[config.mk]
export PLATFORM = sky130hd
export DESIGN_NAME = load_store_unit
export DESIGN_NICKNAME = d
export VERILOG_FILES = /design/src/rtl/load_store_unit.sv
export SDC_FILE = /design/constraint.sdc
export NUM_CORES = 1
export LEC_CHECK = 0
export ABC_AREA = 1
export ABC_CLOCK_PERIOD_IN_PS = 3550
export CELL_PAD_IN_SITES_DETAIL_PLACEMENT = 2
export CELL_PAD_IN_SITES_GLOBAL_PLACEMENT = 2
export CORE_MARGIN = 2
export CORE_UTILIZATION = 22
export CTS_BUF_LIST = sky130_fd_sc_hd__clkbuf_16
export DETAILED_ROUTE_END_ITERATION = 8
export GPL_ROUTABILITY_DRIVEN = 0
export PLACE_DENSITY = 0.84
export SKIP_CTS_REPAIR_TIMING = 1
export SYNTH_ARGS = -nofsm -noshare
export SYNTH_HDL_FRONTEND = slang
export SYNTH_SLANG_ARGS = --single-unit
[constraint.sdc]
create_clock -name clk -period 3.55 [get_ports clk]
set_input_delay 0.8875 -clock clk [delete_from_list [all_inputs] [get_ports clk]]
set_output_delay 0.8875 -clock clk [all_outputs]
set_load 0.005 [all_outputs]
[src/rtl/load_store_unit.sv]
// load_store_unit: byte-addressed load/store front end for a word-addressed
// data memory. Checks alignment, performs read-modify-write for sub-word
// stores and extends sub-word loads to 32 bits.
//
// Build option: define LSU_SUBWORD_EN to support byte and halfword accesses.
// Without it only aligned word accesses are legal and the read-before-write
// path, lane merge and extension logic are not built.
//
// state | meaning
// IDLE  | ready for a request (req_ready = 1)
// RD    | memory word being read into rd_buf (loads, sub-word stores)
// WR    | mem_write asserted with final write data
// RESP  | one-cycle response pulse
module load_store_unit #(
  parameter int ADDR_W = 16
) (
  input  logic              clk,
  input  logic              reset,
  input  logic              req_valid,
  output logic              req_ready,
  input  logic              req_write,
  input  logic [1:0]        req_size,
  input  logic              req_signed,
  input  logic [ADDR_W+1:0] req_addr,
  input  logic [31:0]       req_wdata,
  output logic              resp_valid,
  output logic [31:0]       resp_rdata,
  output logic              resp_err,
  output logic [ADDR_W-1:0] mem_addr,
  output logic              mem_write,
  output logic [31:0]       mem_wdata,
  input  logic [31:0]       mem_rdata
);

  typedef enum logic [1:0] {IDLE, RD, WR, RESP} state_t;

  state_t      state;
  logic        mem_write_q;
  logic        load_q;
  logic [31:0] rd_buf;
  logic        req_err;

`ifdef LSU_SUBWORD_EN
  logic [1:0]  size_q;
  logic        signed_q;
  logic [1:0]  lane_q;
  logic [31:0] wdata_q;

  // Select the addressed lane of a word and zero/sign extend it.
  function automatic logic [31:0] load_extract(input logic [31:0] w,
                                               input logic [1:0]  lane,
                                               input logic [1:0]  sz,
                                               input logic        sg);
    logic [7:0]  b;
    logic [15:0] h;
    logic [31:0] r;
    case (lane)
      2'd0:    b = w[7:0];
      2'd1:    b = w[15:8];
      2'd2:    b = w[23:16];
      default: b = w[31:24];
    endcase
    h = lane[1] ? w[31:16] : w[15:0];
    case (sz)
      2'b00:   r = {{24{sg & b[7]}}, b};
      2'b01:   r = {{16{sg & h[15]}}, h};
      default: r = w;
    endcase
    return r;
  endfunction

  // Insert right-aligned store data into its lane of the old word.
  function automatic logic [31:0] store_merge(input logic [31:0] old,
                                              input logic [31:0] wd,
                                              input logic [1:0]  lane,
                                              input logic [1:0]  sz);
    logic [31:0] m;
    m = old;
    if (sz == 2'b00) begin
      case (lane)
        2'd0:    m[7:0]   = wd[7:0];
        2'd1:    m[15:8]  = wd[7:0];
        2'd2:    m[23:16] = wd[7:0];
        default: m[31:24] = wd[7:0];
      endcase
    end else if (sz == 2'b01) begin
      if (lane[1]) m[31:16] = wd[15:0];
      else         m[15:0]  = wd[15:0];
    end else begin
      m = wd;
    end
    return m;
  endfunction
`else
  // Sign control only matters for sub-word loads, which this build rejects.
  logic unused_signed;
  assign unused_signed = req_signed;
`endif

  // Alignment and size legality of the incoming request.
  always_comb begin
    req_err = 1'b0;
`ifdef LSU_SUBWORD_EN
    req_err = (req_size == 2'b11) ||
              (req_size == 2'b01 && req_addr[0]) ||
              (req_size == 2'b10 && req_addr[1:0] != 2'b00);
`else
    req_err = (req_size != 2'b10) || (req_addr[1:0] != 2'b00);
`endif
  end

  assign req_ready  = (state == IDLE);
  assign resp_valid = (state == RESP);
  // A synchronous reset still has to suppress the write strobe in its own cycle.
  assign mem_write  = mem_write_q & ~reset;

  // Load data is formed from rd_buf during the response cycle only.
  always_comb begin
    resp_rdata = 32'h0;
    if (resp_valid && load_q) begin
`ifdef LSU_SUBWORD_EN
      resp_rdata = load_extract(rd_buf, lane_q, size_q, signed_q);
`else
      resp_rdata = rd_buf;
`endif
    end
  end

  // Sequencer: request capture, memory read/write and response.
  always_ff @(posedge clk) begin
    if (reset) begin
      state       <= IDLE;
      mem_write_q <= 1'b0;
      load_q      <= 1'b0;
      rd_buf      <= 32'h0;
      resp_err    <= 1'b0;
      mem_addr    <= '0;
      mem_wdata   <= 32'h0;
`ifdef LSU_SUBWORD_EN
      size_q      <= 2'b00;
      signed_q    <= 1'b0;
      lane_q      <= 2'b00;
      wdata_q     <= 32'h0;
`endif
    end else begin
      case (state)
        IDLE: begin
          if (req_valid) begin
            mem_addr <= req_addr[ADDR_W+1:2];
            load_q   <= ~req_write & ~req_err;
`ifdef LSU_SUBWORD_EN
            size_q   <= req_size;
            signed_q <= req_signed;
            lane_q   <= req_addr[1:0];
            wdata_q  <= req_wdata;
`endif
            if (req_err) begin
              resp_err <= 1'b1;
              state    <= RESP;
            end else if (!req_write) begin
              state <= RD;
            end else if (req_size == 2'b10) begin
              mem_wdata   <= req_wdata;
              mem_write_q <= 1'b1;
              state       <= WR;
            end else begin
              state <= RD;
            end
          end
        end
        RD: begin
          rd_buf <= mem_rdata;
`ifdef LSU_SUBWORD_EN
          if (load_q) begin
            state <= RESP;
          end else begin
            mem_wdata   <= store_merge(mem_rdata, wdata_q, lane_q, size_q);
            mem_write_q <= 1'b1;
            state       <= WR;
          end
`else
          state <= RESP;
`endif
        end
        WR: begin
          mem_write_q <= 1'b0;
          state       <= RESP;
        end
        default: begin
          resp_err <= 1'b0;
          load_q   <= 1'b0;
          state    <= IDLE;
        end
      endcase
    end
  end

endmodule

# Yosys cells after proc, flatten, opt, wreduce, memory -nomap -nowiden
# Index checks and enable logic that the tools add are counted.
# op_classes
eq_ne,10
muxes,16
n_bitwise,6
n_reduce_logical,11
# ops
cell,count
$mux 32,1
$reduce_and 5->1,2
$mux 2,4
$mux 1,7
$eq 2x2->1 const B,3
$ne 2x1->1 const B,3
$ne 2x2->1 const B,3
$pmux 1 s2,3
$not 1->1,4
$pmux 2 s2,1
$reduce_and 2->1,2
$reduce_bool 2->1,2
$reduce_and 3->1,1
$and 1x1->1,2
$eq 2x1->1 const B,1
$logic_not 2->1,1
$reduce_or 2->1,1
$logic_and 1x1->1,1
$logic_or 1x1->1,1
# word_totals
regBits,85
out_inout_bits,84
word_cells,50

# Depth between registers and ports, before layout
# Gate-level depths: netlist of the first run.
# logic_depth
word_depth,6
ltp_mapped,8

# Worst setup path before layout of the first run
# Ideal clock, no wire load.
# synth_path
kind,reg-to-output
from,register state[0]
to,output port resp_rdata[0]
arrival_time_ns,1.034
required_ns,2.663
setup_slack_ns,1.628
stages_incl_launch_ff,5
n_path_buf,1
path_cell_list,dfxtp_1 -> ha_1 -> nand2_1 -> clkbuf_1 -> nor2_1
# synth_via
elab_chain_cells,3
# synth_lines
element,line,rtl
"start, declared",37,state_t state;
"start signal, assigned",132,state <= IDLE;
"start signal, assigned",159,state <= RESP;
"start signal, assigned",161,state <= RD;
$eq 2x2->1,113,assign resp_valid = (state == RESP);
net resp_valid,26,"output logic resp_valid,"
$logic_and 1x1->1,120,if (resp_valid && load_q) begin
$mux 32,120,
"end, declared",27,"output logic [31:0] resp_rdata,"
# The timed path passes the listed nets, and every way through them passes these cells.

# Worst setup path in the final report of the first run
# layout_path
from,input port reset
to,output port mem_write
# layout_via
elab_chain_cells,2
# layout_lines
element,line,rtl
"start, declared",18,"input logic reset,"
$not 1->1,115,assign mem_write = mem_write_q & ~reset;
$and 1x1->1,115,
"end, declared",30,"output logic mem_write,"
# Every way passes these cells.

==> flow_summary.yaml, run 1 <==
floorplan:
  ioPinCount: 173
  fp.coreArea_mm2: 0.0146
  start_util: 0.227
  fp.dieH_um: 127
  die_w_um: 127
  num_rows: 44
  die-area_mm2: 0.0161
pwr:
  peakVddDrop_mv: 0.186
  comb_power_share: 0.299
  switching_power_mw: 0.961
  p_clk_frac: 0.283
  p_int_mw: 1.98
  seqPwrFrac: 0.419
  power_leakage_nw: 2.02
  p_sw_frac: 0.327
  power_density_mw_per_mm2: 544
cts:
  numClockSinks: 85
  path_clk_slew_ns: 0.06
  cts_tree: "built"
  clk_latency_ns: 0.34
  htree_levels: 3
  clock_path_buffers: 2
  cts_root_buf: "clkbuf_16"
  numCtsBuffers: 9
synth:
  synth_cells: 431
  synth_commonest_cells: "nor2_1 (102), dfxtp_1 (85), o21ai_0 (62)"
  synthArstFlopShare: 0
  synth_top_family_by_area: "simple AND/OR/NAND/NOR gates"
  avgSynthCellArea_um2: 7.72
  yosysWarnings: 0
  synth_most_common_cell: "nor2_1"
  yosys-top-cells-area: "dfxtp_1 (51%), nor2_1 (12%), o21ai_0 (9.3%)"
  ys_types: 22
  synth_ff_type: "dfxtp_1"
  synth_mux_area_frac: 0
  synth_compound_area_frac: 0.175
  synth_edf_count: 0
  synth_top_area_frac: 0.511
  yosys.area_share.adder: 0.0150
  yosys.area_share.simple: 0.203
  syn-num-nets: 524
  synthesis.area_mm2: 0.00333
  ys_ff_latch: 85
  synth-xor-area-share: 0
  synth_top_area_cell: "dfxtp_1"
  yosysSeqAreaShare: 0.511
detailed_routing:
  drt-initial-drc-count: 138
  detail_route.wl_per_cell_um: 16.2
  first_pass_iters: 4
  vias: 3530
  drc: 0
  drtAntennaViolNets: 0
  viasPerCell: 4.55
  finalWirelength_mm: 12.5
sta:
  worst_pin_slew_ns: 0.642
  fin_skew_ns: 0.00401
  final_hold_viol_count: 0
  slew_violations: 0
  fin_crit_ns: 3.01
  period_share: 0.848
  slew_headroom: 0.571
  setup_viol: 0
  finalSetupTns_ns: 0
  fmax_ghz: 0.332
  rsz0062_at_grt: "false"
  whs_ns: 0.459
grt:
  grt_pass1_vias: 3953
  grt_usage: 0.158
  antenna_found_initial: 0
  grt_pass1_wl_mm: 20.2
  grt-ovfl-total: 0
  grt_max_degree: 65
finish:
  stdcell_area_mm2: 0.00540
  layout-drive-gt1-share: 0.0355
  postLayoutCoreUtil: 0.369
  area_growth_pct: 62.3
  n_antenna_cell: 0
  final_cells: 775
  nNetsFinal: 681
worst_setup_path:
  cp.arrival_ns: 2.12
  r2r-end: "load_q"
  critical_path_required_ns: 2.66
  cp-start-kind: "input port"
  path_max_fanout: 5
  r2r-start: "state[0]"
  endpoint_kind: "primary output"
  worstRegToRegCells: 6
  r2r_slack_ns: 1.48
  worstSetupPathType: "in2out"
placed_design:
  port_buffers: 171
  place_inst: 761
  place_area_mm2: 0.00516
  place_hpwl_mm: 9.06
flow_run:
  max-cap-violations: 0
min_path:
  whs_path_depth: 2
  hp-class: "reg2reg"
  worstHoldEndpoint: "rd_buf[29]"
  worstHoldStart: "rd_buf[29]"
outcome:
  status: "finished clean"
## worst max path at each step
stage | start | to | slack [ns] | cells past startpoint
final | reset | mem_write | 0.54 | 3
after global routing | reset | mem_write | 0.50 | 3
after CTS | reset | mem_write | 0.51 | 3
after detailed placement | reset | mem_write | 0.55 | 3
after global placement | reset | mem_write | 0.56 | 3
after floorplan | state[0] | resp_rdata[0] | 1.63 | 4
## per-layer routing
layer / wire length, µm / up-vias / GRT usage
li1: - / 1697 / -
met1: 5210 / 1695 / 0.175
met2: 6000 / 127 / 0.272
met3: 1180 / 11 / 0.0641
met4: 160 / 0 / 0.0562
met5: 0 / - / 0
## cell families after synthesis
group	count (synthesis)
simple gates	154
fa+ha+maj	4
compound gates	116
flops	85
buf+inv	72
## power groups by stage
stage                     registers, mW  logic (mW)  clock network (mW)
after detailed placement           1.25       0.894                   0
after global routing               1.26       0.999               0.910
after floorplan                    1.24       0.508                   0
after global placement             1.24       0.834                   0
final                              1.23       0.878               0.831
after CTS                          1.24       0.900               0.863
## sequential cells by signal, indices dropped and copies added, names as in the netlist
name and flops:
resp_err 1, mem_wdata 32, mem_addr 16, rd_buf 32, mem_write_q 1, load_q 1, state 2
## worst max-delay path, cell delays in order
cell and delay [ns]:
clkdlybuf4s50_1 0.54, nor2_1 0.15, clkdlybuf4s50_1 0.54
## metrics by stage
step / power, mW / setup slack [ns]
2_1_floorplan: 1.75 / 1.63
3_3_place_gp: 2.07 / 0.558
3_5_place_dp: 2.15 / 0.548
4_1_cts: 3.00 / 0.506
5_1_grt: 3.16 / 0.505
6_report: 2.94 / 0.539
## layout by cell type, fill, tap and decap left out, drive strengths merged, types with 5 or more instances in the layout
| cell | n |
|---|---|
| nand3 | 5 |
| dfxtp | 85 |
| inv | 42 |
| clkdlybuf4s50 | 171 |
| nand2 | 10 |
| o21ai | 80 |
| clkinv | 6 |
| a21oi | 35 |
| nor3 | 32 |
| nor2 | 105 |
| clkbuf | 9 |
## final cells by class
class	instances	area, µm²
Tap cell	184	230
Inverter	43	161
Multi-Input combinational cell	274	1310
Fill cell	1680	9240
Clock inverter	5	21.3
Clock buffer	9	225
Timing Repair Buffer	175	1750
Sequential cell	85	1700
Power figures use the tool's default switching activity.
==> inputs of run 2 (changes only) <==
--- a/config.mk
+++ b/config.mk
@@ -6,15 +6,15 @@
 export NUM_CORES = 1
 export LEC_CHECK = 0
 export ABC_AREA = 1
-export ABC_CLOCK_PERIOD_IN_PS = 3550
+export ABC_CLOCK_PERIOD_IN_PS = 2850
 export CELL_PAD_IN_SITES_DETAIL_PLACEMENT = 2
 export CELL_PAD_IN_SITES_GLOBAL_PLACEMENT = 2
 export CORE_MARGIN = 2
-export CORE_UTILIZATION = 22
+export CORE_UTILIZATION = 20
 export CTS_BUF_LIST = sky130_fd_sc_hd__clkbuf_16
 export DETAILED_ROUTE_END_ITERATION = 8
 export GPL_ROUTABILITY_DRIVEN = 0
-export PLACE_DENSITY = 0.84
+export PLACE_DENSITY = 0.78
 export SKIP_CTS_REPAIR_TIMING = 1
 export SYNTH_ARGS = -nofsm -noshare
 export SYNTH_HDL_FRONTEND = slang
==> constraint.sdc (replaced) <==
create_clock -name clk -period 2.85 [get_ports clk]
set_input_delay 0.7125 -clock clk [delete_from_list [all_inputs] [get_ports clk]]
set_output_delay 0.7125 -clock clk [all_outputs]
set_load 0.005 [all_outputs]
==> run 2 against run 1 <==
  * Clock power grew 43%
  * Hold slack lost 0.00090 ns
  * Combinational power grew 26%
  * Total power grew 30%
  * Flip-flop and latch count is the same
  * Cell area grew 2.4%
  * Sequential share of layout area shrank 0.73 points
  * Sequential power grew 24%
  * Critical path type is now reg2out
  * Largest power group unchanged
  * Clock-buffer cell count is the same
  * Largest cell class unchanged
  * Register-to-register slack lost 0.59 ns
  * Via count grew 0.20%
  * Cell count grew 5.4%
==> flow_summary.yaml, run 2 (synthesized netlist as in run 1, its figures left out) <==
placed_design:
  port_buffers: 171
  pre_cts_ws_ns: 0.282
  place_hpwl_mm: 9.30
  place_inst: 801
cts:
  cts_root_buf: "clkbuf_16"
  numCtsBuffers: 9
  path_clk_slew_ns: 0.07
  cts_tree: "built"
  clk_latency_ns: 0.34
  numClockSinks: 85
  htree_levels: 3
  clock_path_buffers: 2
finish:
  biggestRegsByFlops: "mem_wdata x32, rd_buf x32, mem_addr x16"
  area_growth_pct: 66.2
  final_cell_mix: "clkdlybuf4s50_1 (171), nor2_1 (102), dfxtp_1 (85)"
  nNetsFinal: 685
  layout-drive-gt1-share: 0.0503
  postLayoutCoreUtil: 0.337
  fillers: 1874
  n_antenna_cell: 0
  layout_commonest_cell: "clkdlybuf4s50_1"
  final_cells: 817
detailed_routing:
  finalWirelength_mm: 12.6
  drc: 0
  topRoutingLayerUsed: "met4"
  drt-initial-drc-count: 98
  drtAntennaViolNets: 0
  viasPerCell: 4.33
  wl_met1_mm: 5.20
  vias: 3537
  met3_length_mm: 1.26
  detail_route.wl_per_cell_um: 15.5
  routed-wl-met2_mm: 5.98
  first_pass_iters: 4
pwr:
  power_leakage_nw: 2.05
  power_density_mw_per_mm2: 691
  total_power_mw: 3.82
  peakVddDrop_mv: 0.258
worst_setup_path:
  path_cells: "ha_1 -> nand2_1 -> buf_4 -> nor2_1 -> clkdlybuf4s50_1"
  endpoint_kind: "primary output"
  worstRegToRegCells: 6
  worstSetupStartpoint: "state[1]"
  cp_slowest_cell: "clkdlybuf4s50_1"
  r2r_slack_ns: 0.89
  r2r-start: "state[1]"
  crit_end: "resp_rdata[18]"
  path_max_fanout: 32
  critical_path_required_ns: 2.14
  slowest_delay_ns: 0.53
  cp.arrival_ns: 1.97
  worstSetupPathType: "reg2out"
  r2r-end: "load_q"
  cp-start-kind: "flop"
sta:
  slew_violations: 0
  rsz0062_at_grt: "false"
  final_hold_viol_count: 0
  worst_pin_slew_ns: 0.544
  slew_headroom: 0.635
  timing.final.ws_setup_ns: 0.167
  fin_crit_ns: 2.68
  fmax_ghz: 0.373
  fin_skew_ns: 0.00626
  finalSetupTns_ns: 0
  setup_viol: 0
  period_share: 0.941
floorplan:
  fp.dieH_um: 133
  die_w_um: 133
  ioPinCount: 173
  fp.coreArea_mm2: 0.0164
  start_util: 0.203
  die-area_mm2: 0.0177
  num_rows: 47
grt:
  grt_usage: 0.146
  grt_pass1_wl_mm: 20.5
  antenna_found_initial: 0
  grt-ovfl-total: 0
  grt_pass1_vias: 3969
  grt_max_degree: 51
flow_run:
  max-cap-violations: 0
outcome:
  status: "finished clean"
min_path:
  hp-class: "reg2reg"
==> run 2: area by class of cell <==
| class | instances | area [µm²] | share of cell area |
|---|---|---|---|
| repair buffers | 179 | 1780 | 0.323 |
| flip-flops and latches | 85 | 1700 | 0.308 |
| multi-input cells | 274 | 1310 | 0.237 |
| well taps | 220 | 275 | 0.0498 |
| clock buffers | 9 | 225 | 0.0407 |
| inverters | 43 | 161 | 0.0292 |
| clock inverters | 7 | 75.1 | 0.0136 |
==> run 2: worst min path at each step <==
stage | start | to | cells after the start
after CTS | rd_buf[7] | rd_buf[7] | 2
after floorplan | rd_buf[31] | rd_buf[31] | 2
after global placement | rd_buf[31] | rd_buf[31] | 2
final | rd_buf[7] | rd_buf[7] | 2
after global routing | rd_buf[7] | rd_buf[7] | 2
after detailed placement | rd_buf[7] | rd_buf[7] | 2
==> run 2: through the flow <==
step	cell area, µm²	hold slack [ns]
6_report	5530	0.458
5_1_grt	5530	0.484
4_1_cts	5530	0.463
3_5_place_dp	5230	0.454
3_3_place_gp	5230	0.439
2_1_floorplan	3330	0.431
==> run 2: critical path: cells and delay by family, from the launching register on <==
kind                       cells  cell delay (ns)
DFF                            1             0.39
and+or+nand+nor                2             0.23
adders and majority gates      1             0.23
buffers and inverters          2             0.77
==> run 2: power by group <==
part	internal, mW	leakage, nW	total, mW	switching, mW
Combinational	0.466	1.22	1.11	0.639
Sequential	1.44	0.695	1.53	0.0943
Clock	0.682	0.138	1.19	0.507
==> run 2: metal layers <==
metal | GRT usage | vias to the layer above
met1 | 0.158 | 1685
li1 | - | 1714
met5 | 0 | -
met3 | 0.0678 | 11
met2 | 0.252 | 127
met4 | 0.0520 | 0
